## config.mk

```make
export PLATFORM = sky130hd
export DESIGN_NAME = ac_plant_sequencer
export DESIGN_NICKNAME = d
export VERILOG_FILES = /design/src/rtl/ac_pkg.sv /design/src/rtl/ac_seq_timer.sv /design/src/rtl/ac_plant_sequencer.sv
export SDC_FILE = /design/constraint.sdc
export NUM_CORES = 1
export LEC_CHECK = 0
export CAP_MARGIN = 20
export CORE_UTILIZATION = 50
export CTS_CLUSTER_DIAMETER = 50
export DETAILED_ROUTE_END_ITERATION = 10
export PLACE_DENSITY = 0.77
export SYNTH_ARGS = -nofsm -noshare
export SYNTH_HDL_FRONTEND = slang
export SYNTH_HIERARCHICAL = 1
export SYNTH_SLANG_ARGS = --single-unit
```

## constraint.sdc

```tcl
create_clock -name clk -period 4.9 [get_ports clk]
set_input_delay 0.49 -clock clk [delete_from_list [all_inputs] [get_ports clk]]
set_output_delay 0.49 -clock clk [all_outputs]
set_load 0.02 [all_outputs]
```

## src/rtl/ac_pkg.sv

```systemverilog
// Shared types and defaults for the AC plant sequencer: state encoding,
// heat/cool mode, drive bundle and default cycle counts.
package ac_pkg;

  localparam int unsigned STATE_W          = 3;
  localparam int unsigned DEF_FAN_PRE_CYC  = 4;
  localparam int unsigned DEF_FAN_POST_CYC = 8;
  localparam int unsigned DEF_MIN_ON_CYC   = 16;
  localparam int unsigned DEF_MIN_OFF_CYC  = 32;
  localparam int unsigned DEF_CNT_W        = 8;

  typedef enum logic [STATE_W-1:0] {
    ST_IDLE = 3'd0,
    ST_PRE  = 3'd1,
    ST_HEAT = 3'd2,
    ST_COOL = 3'd3,
    ST_POST = 3'd4,
    ST_REST = 3'd5
  } ac_state_e;

  typedef enum logic {
    MODE_HEAT = 1'b0,
    MODE_COOL = 1'b1
  } ac_mode_e;

  typedef struct packed {
    logic fan;
    logic heater;
    logic compressor;
    logic busy;
  } ac_drive_t;

  // Moore decode of plant drives; heater/compressor only ever appear with the fan.
  function automatic ac_drive_t drive_decode(input ac_state_e st);
    ac_drive_t d;
    d            = '0;
    d.fan        = (st == ST_PRE) || (st == ST_HEAT) || (st == ST_COOL) || (st == ST_POST);
    d.heater     = (st == ST_HEAT);
    d.compressor = (st == ST_COOL);
    d.busy       = (st != ST_IDLE);
    return d;
  endfunction

endpackage

```

## src/rtl/ac_seq_timer.sv

```systemverilog
// Loadable down-counter that saturates at zero, with a registered zero flag.
module ac_seq_timer #(
  parameter int unsigned CNT_W = 8
) (
  input  logic             clk,
  input  logic             rst_n,
  input  logic             load_i,
  input  logic [CNT_W-1:0] load_val_i,
  output logic             zero_o
);

  logic [CNT_W-1:0] cnt_q, cnt_d;
  logic             zero_q;

  always_comb begin
    cnt_d = cnt_q;
    if (load_i) begin
      cnt_d = load_val_i;
    end else if (cnt_q != '0) begin
      cnt_d = cnt_q - CNT_W'(1);
    end
  end

  always_ff @(posedge clk) begin
    if (!rst_n) begin
      cnt_q  <= '0;
      zero_q <= 1'b1;
    end else begin
      cnt_q  <= cnt_d;
      zero_q <= (cnt_d == '0);
    end
  end

  assign zero_o = zero_q;

endmodule

```

## src/rtl/ac_plant_sequencer.sv

```systemverilog
// Fan/heater/compressor sequencer behind the thermostat: pre-run, min-on,
// post-run and compressor rest. Optional fault handling via AC_SEQ_FAULT_EN.
module ac_plant_sequencer
  import ac_pkg::*;
#(
  parameter int unsigned FAN_PRE_CYC  = DEF_FAN_PRE_CYC,
  parameter int unsigned FAN_POST_CYC = DEF_FAN_POST_CYC,
  parameter int unsigned MIN_ON_CYC   = DEF_MIN_ON_CYC,
  parameter int unsigned MIN_OFF_CYC  = DEF_MIN_OFF_CYC,
  parameter int unsigned CNT_W        = DEF_CNT_W
) (
  input  logic               clk,
  input  logic               rst_n,
  input  logic               heat_req,
  input  logic               cool_req,
  input  logic               fault,
  output logic               fan_en,
  output logic               heater_en,
  output logic               compressor_en,
  output logic               busy,
  output logic [STATE_W-1:0] state_o,
  output logic               fault_latched
);

  localparam logic [CNT_W-1:0] PRE_LOAD  = CNT_W'(FAN_PRE_CYC - 1);
  localparam logic [CNT_W-1:0] POST_LOAD = CNT_W'(FAN_POST_CYC - 1);
  localparam logic [CNT_W-1:0] ON_LOAD   = CNT_W'(MIN_ON_CYC - 1);
  localparam logic [CNT_W-1:0] OFF_LOAD  = CNT_W'(MIN_OFF_CYC - 1);

  ac_state_e        state_q, state_d;
  ac_mode_e         mode_q, mode_d;
  logic             rest_pend_q, rest_pend_d;
  logic             fault_latched_q, fault_latched_d;
  ac_drive_t        drive_q, drive_d;
  logic             load_c;
  logic [CNT_W-1:0] load_val_c;
  logic             cnt_zero;
  logic             fault_c;

  // Conflicting requests collapse to "no request".
  logic req_heat_c, req_cool_c, req_valid_c, keep_c;
  assign req_heat_c  = heat_req & ~cool_req;
  assign req_cool_c  = cool_req & ~heat_req;
  assign req_valid_c = req_heat_c | req_cool_c;
  assign keep_c      = (mode_q == MODE_HEAT) ? req_heat_c : req_cool_c;

`ifdef AC_SEQ_FAULT_EN
  assign fault_c         = fault;
  assign fault_latched_d = fault_latched_q | fault;
`else
  logic unused_fault_c;
  assign unused_fault_c  = fault;
  assign fault_c         = 1'b0;
  assign fault_latched_d = 1'b0;
`endif

  ac_seq_timer #(
    .CNT_W (CNT_W)
  ) u_timer (
    .clk        (clk),
    .rst_n      (rst_n),
    .load_i     (load_c),
    .load_val_i (load_val_c),
    .zero_o     (cnt_zero)
  );

  // Next-state, counter load and mode/rest bookkeeping.
  always_comb begin
    state_d     = state_q;
    mode_d      = mode_q;
    rest_pend_d = rest_pend_q;
    load_c      = 1'b0;
    load_val_c  = '0;
    case (state_q)
      ST_IDLE: begin
        if (req_valid_c && !fault_latched_q) begin
          state_d    = ST_PRE;
          load_c     = 1'b1;
          load_val_c = PRE_LOAD;
          mode_d     = req_cool_c ? MODE_COOL : MODE_HEAT;
        end
      end
      ST_PRE: begin
        if (fault_c || !keep_c) begin
          state_d    = ST_POST;
          load_c     = 1'b1;
          load_val_c = POST_LOAD;
        end else if (cnt_zero) begin
          state_d    = (mode_q == MODE_COOL) ? ST_COOL : ST_HEAT;
          load_c     = 1'b1;
          load_val_c = ON_LOAD;
        end
      end
      ST_HEAT: begin
        if (fault_c || (cnt_zero && !keep_c)) begin
          state_d    = ST_POST;
          load_c     = 1'b1;
          load_val_c = POST_LOAD;
        end
      end
      ST_COOL: begin
        if (fault_c || (cnt_zero && !keep_c)) begin
          state_d     = ST_POST;
          load_c      = 1'b1;
          load_val_c  = POST_LOAD;
          rest_pend_d = 1'b1;
        end
      end
      ST_POST: begin
        if (cnt_zero) begin
          if (rest_pend_q) begin
            state_d    = ST_REST;
            load_c     = 1'b1;
            load_val_c = OFF_LOAD;
          end else begin
            state_d = ST_IDLE;
          end
        end
      end
      ST_REST: begin
        if (cnt_zero) begin
          state_d     = ST_IDLE;
          rest_pend_d = 1'b0;
        end
      end
      default: begin
        state_d = ST_IDLE;
      end
    endcase
  end

  // Drives are decoded from the next state so they line up with state_q.
  assign drive_d = drive_decode(state_d);

  always_ff @(posedge clk) begin
    if (!rst_n) begin
      state_q         <= ST_IDLE;
      mode_q          <= MODE_HEAT;
      rest_pend_q     <= 1'b0;
      fault_latched_q <= 1'b0;
      drive_q         <= '0;
    end else begin
      state_q         <= state_d;
      mode_q          <= mode_d;
      rest_pend_q     <= rest_pend_d;
      fault_latched_q <= fault_latched_d;
      drive_q         <= drive_d;
    end
  end

  assign fan_en        = drive_q.fan;
  assign heater_en     = drive_q.heater;
  assign compressor_en = drive_q.compressor;
  assign busy          = drive_q.busy;
  assign state_o       = state_q;
  assign fault_latched = fault_latched_q;

endmodule

```

-- Word level (Yosys, flattened, before mapping)
Index checks and enable logic that the tools add are counted.
- bitwise logic cells: 5
- reduce and logical (&&, ||, !) cells: 13
- equal/unequal tests: 11
- mux-type cells: 30
- add/sub/neg operators: 1
- operators with widths (kind ; count):
    3-bit two-way mux ; 8
    5-bit one-hot mux with 4 select lines ; 1
    8-bit two-way mux ; 2
    3-bit one-hot mux with 5 select lines ; 1
    3-bit by 2-bit equality test with 1-bit output (second input constant) ; 4
    1-bit two-way mux ; 11
    5-bit two-way mux ; 2
    3-bit equality test (second input constant) ; 3
    8-bit zero test ; 1
    4-bit two-way mux ; 2
    8-bit nonzero test ; 1
    8-bit by 1-bit subtractor with 8-bit output (second input constant) ; 1
    3-bit by 1-bit equality test with 1-bit output (second input constant) ; 2
    1-bit one-hot mux with 4 select lines ; 1
    3-bit zero test ; 1
    1-bit logical OR ; 3
    3-bit AND reduction ; 1
    3-bit nonzero test ; 1
    1-bit bitwise AND ; 2
    2-bit two-way mux ; 1
    2-bit by 1-bit != test with 1-bit output (second input constant) ; 1
    2-bit != test (second input constant) ; 1
    1-bit inverter ; 2
    1-bit one-hot mux with 2 select lines ; 1
    6 further kinds ; 6
- output and inout port bits: 8
- input port bits: 5
- flip-flop bits (word level): 18
- word-level logic and storage cells: 69

-- Logic depth before layout (Yosys ltp)
- word-level depth: 11
- depth in mapped cells: 11
- depth with buffers taken out: 11

-- Modules after synthesis
Netlist, hierarchy kept.
- modules (own cells, without submodules) (module ; area an instance (um2) ; instances ; cells each ; sequential area each (um2)):
    ac_plant_sequencer ; 563.0 ; 1 ; 68 ; 180.2
    ac_seq_timer ; 560.5 ; 1 ; 66 ; 180.2

-- Worst setup path after synthesis
No wires, ideal clock.
- kind: input to register
- start point: input port heat_req
- end point: register u_timer.zero_q, in the netlist u_timer/zero_o
- stages on the path: 11
- path buffers: 1
- arrival time: 2.323 ns
- required time: 4.768 ns
- library setup time: 0.132 ns
- path slack: 2.445 ns
- cell sequence: inv_1 > ha_1 > mux2_4 > a211oi_1 > a21oi_1 > or2_2 > nand3_1 > buf_2 > nor3_1 > a311oi_1 > o41ai_2
- cells in the longest elaborated chain, start to end: 9
- elaborated cells on any way between the ends: 17
- classes of those cells: mux (10); bitwise (4); reduce/logical (3)
- ends and longest elaborated chain (element ; RTL line ; RTL):
    start: declaration ; ac_plant_sequencer.sv:14 ; input logic heat_req,
    1-bit inverter ; ac_plant_sequencer.sv:43 ; assign req_cool_c = cool_req & ~heat_req;
    1-bit bitwise AND ; ac_plant_sequencer.sv:43 ;
    1-bit two-way mux ; ac_plant_sequencer.sv:45 ; assign keep_c = (mode_q == MODE_HEAT) ? req_heat_c : req_cool_c;
    1-bit zero test ; ac_plant_sequencer.sv:95, ac_plant_sequencer.sv:102 ;
    1-bit logical AND ; ac_plant_sequencer.sv:95, ac_plant_sequencer.sv:102 ;
    1-bit two-way mux ; ac_plant_sequencer.sv:95, ac_plant_sequencer.sv:102 ;
    1-bit one-hot mux with 4 select lines * ; ac_plant_sequencer.sv:74 ; case (state_q)
    via load_c ; ac_plant_sequencer.sv:35 ; logic load_c;
    8-bit two-way mux * ; ac_seq_timer.sv:17 ; if (load_i) begin
    8-bit zero test * ; ac_seq_timer.sv:30 ; zero_q <= (cnt_d == '0);
    end signal: assignment ; ac_seq_timer.sv:30 ;
    end: declaration ; ac_seq_timer.sv:13 ; logic zero_q;
The timed path passes the listed nets; every way through them passes the cells marked *.
A chain may end at the register's enable or synchronous reset.

-- Worst setup path after layout
Same ends and word-level chain as after synthesis.

==> impl_metrics.json <==
{
  "status": "completed",
  "worstReg2RegEnd": "u_timer/zero_o",
  "path_clk_slew_ps": 100,
  "cts_resized": 0,
  "drive_gt1_share_pct": 8.90,
  "hold_viol_final": 0,
  "async_flop_share_pct": 0,
  "clk_latency_ps": 290,
  "cts_buffers": 3,
  "yosysSeqAreaShare_pct": 32.1,
  "end_kind": "flop",
  "finalNetCount": 158,
  "p_per_area_nw_per_um2": 439,
  "start_util_pct": 55.0,
  "setup_viol": 0,
  "syn_inst": 134,
  "synth_warnings": 6,
  "fp.dieArea_sq_um": 2440,
  "ys_ff_latch": 18,
  "synth.distinct_cells": 48,
  "n_antenna_cell": 0,
  "vias": 1004,
  "p_sw_mw": 0.219,
  "combPwrFrac_pct": 46.3,
  "cp.arrival_ps": 3410,
  "maxCapViolations": 0,
  "fp.dieW_microns": 49.4,
  "antenna_found_initial": 0,
  "drtPass1Iterations": 4,
  "fin_crit_ps": 3210,
  "grt_pass1_vias": 880,
  "hold_buffers": 0,
  "r2r-start": "mode_q",
  "worst_pin_slew_ps": 577,
  "maxSlewHeadroom_pct": 61.2,
  "crit_path_max_fanout": 16,
  "tns_ps": 0,
  "whs_path_depth": 2,
  "fp.dieH_microns": 49.4,
  "ys.flop_type": "dfxtp_1",
  "synth.avg_cell_area_sq_um": 8.38,
  "hold_class": "reg -> reg",
  "htreeDepth": 1,
  "drc": 0,
  "preCtsSetupSlack_ps": 1400,
  "switching_share_pct": 39.2,
  "power_frac_seq_pct": 37.4,
  "clkPwrFrac_pct": 16.3,
  "p_leak_nw": 0.565,
  "hold_path_startpoint": "mode_q",
  "numPortBuffers": 10,
  "grt-ovfl-total": 0,
  "wl_microns": 2330,
  "intPower_mw": 0.341,
  "root_buffer": "clkbuf_4",
  "rsz0062_at_grt": "no",
  "max_freq_ghz": 0.311,
  "grtUsageTotal_pct": 20.4,
  "grt_max_degree": 17,
  "ff2ff_setup_slack_ps": 2180,
  "place_congestion": 0.864,
  "synth_area_sq_um": 1120,
  "startpoint_type": "primary input",
  "core_area_sq_um": 2040,
  "total_power_mw": 0.560,
  "synth_edf_count": 0,
  "ant_nets": 0,
  "hold-path-endpoint": "mode_q",
  "std_cell_rows": 16,
  "syn_to_final_growth_pct": 13.7,
  "drv_slew": 0,
  "wl_per_cell_microns": 13.5,
  "r2r_cells": 9,
  "cp.required_ps": 5100,
  "io_pins": 13,
  "first_iter_violations": 27,
  "period_share_pct": 65.5,
  "via_per_inst": 5.80,
  "ir_drop_uv": 221,
  "post_cts_buffers": 0,
  "cts_tree": "yes",
  "grt_pass1_wl_microns": 3860,
  "critPathLaunch": "heat_req",
  "cts_buffer_depth": 2,
  "cts_num_sinks": 18,
  "clock_skew_ps": 2.25,
  "setup_slack_ps": 1690,
  "dpl.hpwl_microns": 1740,
  "crit_type": "in -> reg"
}
layout by cell type, fill, tap and decap left out, types with 3 or more instances in the layout:
cell type         n
a21oi_1           5
a22oi_1           4
and2_1            3
clkbuf_4          3
clkdlybuf4s50_1  10
conb_1            4
dfxtp_1          18
ha_1              6
inv_1             9
mux2i_1           3
nand2_1          13
nor2_1           12
nor2b_1           6
nor3_1            3
xnor2_1           3
synthesized netlist by cell type, drive strengths merged (2+ instances only):
cell type,instances,area share [%]
nand2b,2,1.1
o31a,2,1.6
or4,2,1.7
o21ai,3,1.3
nor4,2,1.1
mux2,2,2.3
o2111ai,2,1.6
a21oi,5,2.2
buf,5,2.5
a31oi,2,1.1
nand4,2,1.7
nor3b,2,1.3
inv,9,3.0
nor2,12,4.0
nand2,13,4.3
mux2i,3,2.7
ha,6,6.7
nor2b,6,3.3
nor3,3,1.3
and3,2,1.2
dfxtp,18,32
nand3,2,0.89
a22oi,4,2.7
and2,5,3.0
xnor2,3,2.3
a311oi,2,1.6
worst max-delay path: stages:
cell             delay (ps)
clkdlybuf4s50_1         510
inv_1                    80
ha_1                    200
mux2_4                  270
a211oi_1                260
a21oi_1                  60
or2_2                   300
nand3_1                 390
inv_1                   230
nor2_1                  150
a311oi_1                100
o41ai_2                 360
cell type report:
class | instances | area (sq um)
Inverter | 9 | 33.8
Sequential cell | 18 | 360
Timing Repair Buffer | 10 | 100
Multi-Input combinational cell | 105 | 713
Tap cell | 27 | 33.8
Clock buffer | 4 | 36.3
Fill cell | 177 | 764
worst max path at each step:
| stage | slack, ps | to | cells after the start |
|---|---|---|---|
| CTS | 1700 | u_timer/zero_o | 12 |
| floorplan | 2440 | u_timer/zero_o | 11 |
| detailed placement | 1400 | u_timer/zero_o | 12 |
| global route | 1480 | u_timer/zero_o | 12 |
| global placement | 1580 | u_timer/zero_o | 12 |
| finish | 1690 | u_timer/zero_o | 12 |
layer usage:
layer | global-route usage [%] | vias up | share of wire, % | wire length, microns
li1 | - | 492 | - | -
met3 | 2.80 | 2 | 3.7 | 87
met1 | 24.0 | 479 | 44 | 1020
met4 | 8.57 | 0 | 0.99 | 23
met2 | 36.5 | 31 | 51 | 1200
met5 | 0 | - | 0 | 0
power groups by stage:
stage / sequential (mW) / clock, mW / combinational [mW]
2_1_floorplan: 0.207 / 0 / 0.206
3_3_place_gp: 0.211 / 0 / 0.244
3_5_place_dp: 0.213 / 0 / 0.255
4_1_cts: 0.209 / 0.0950 / 0.258
5_1_grt: 0.215 / 0.100 / 0.285
6_report: 0.210 / 0.0911 / 0.259
stage by stage:
step	utilization, %	instances	instance area (sq um)	hold slack (ps)
6_report	62.6	173	1280	601
5_1_grt	62.6	173	1280	633
4_1_cts	62.6	173	1280	599
3_5_place_dp	60.8	169	1240	578
3_3_place_gp	60.8	169	1240	563
2_1_floorplan	-	137	1130	536
kinds of logic (layout without fill, tap and decap cells):
group                      Yosys count  count (layout)  share of synthesized area [%]
DFF                                 18              18                           32.1
muxes                                5               5                           5.01
buffers and inverters               14              23                           5.46
and+or+nand+nor                     56              56                           26.8
AOI/OAI and AO/OA                   30              30                           20.5
xor gates and xnor gates             4               4                           3.12
other                                1               4                          0.334
adders and majority gates            6               6                           6.68
registers in the layout, summed over array words and instances, names as in the netlist:
name	count
fan_en	1
u_timer/zero_o	1
u_timer/cnt_q	8
rest_pend_q	1
mode_q	1
heater_en	1
compressor_en	1
state_o	3
busy	1
Power figures use the tool's default switching activity.
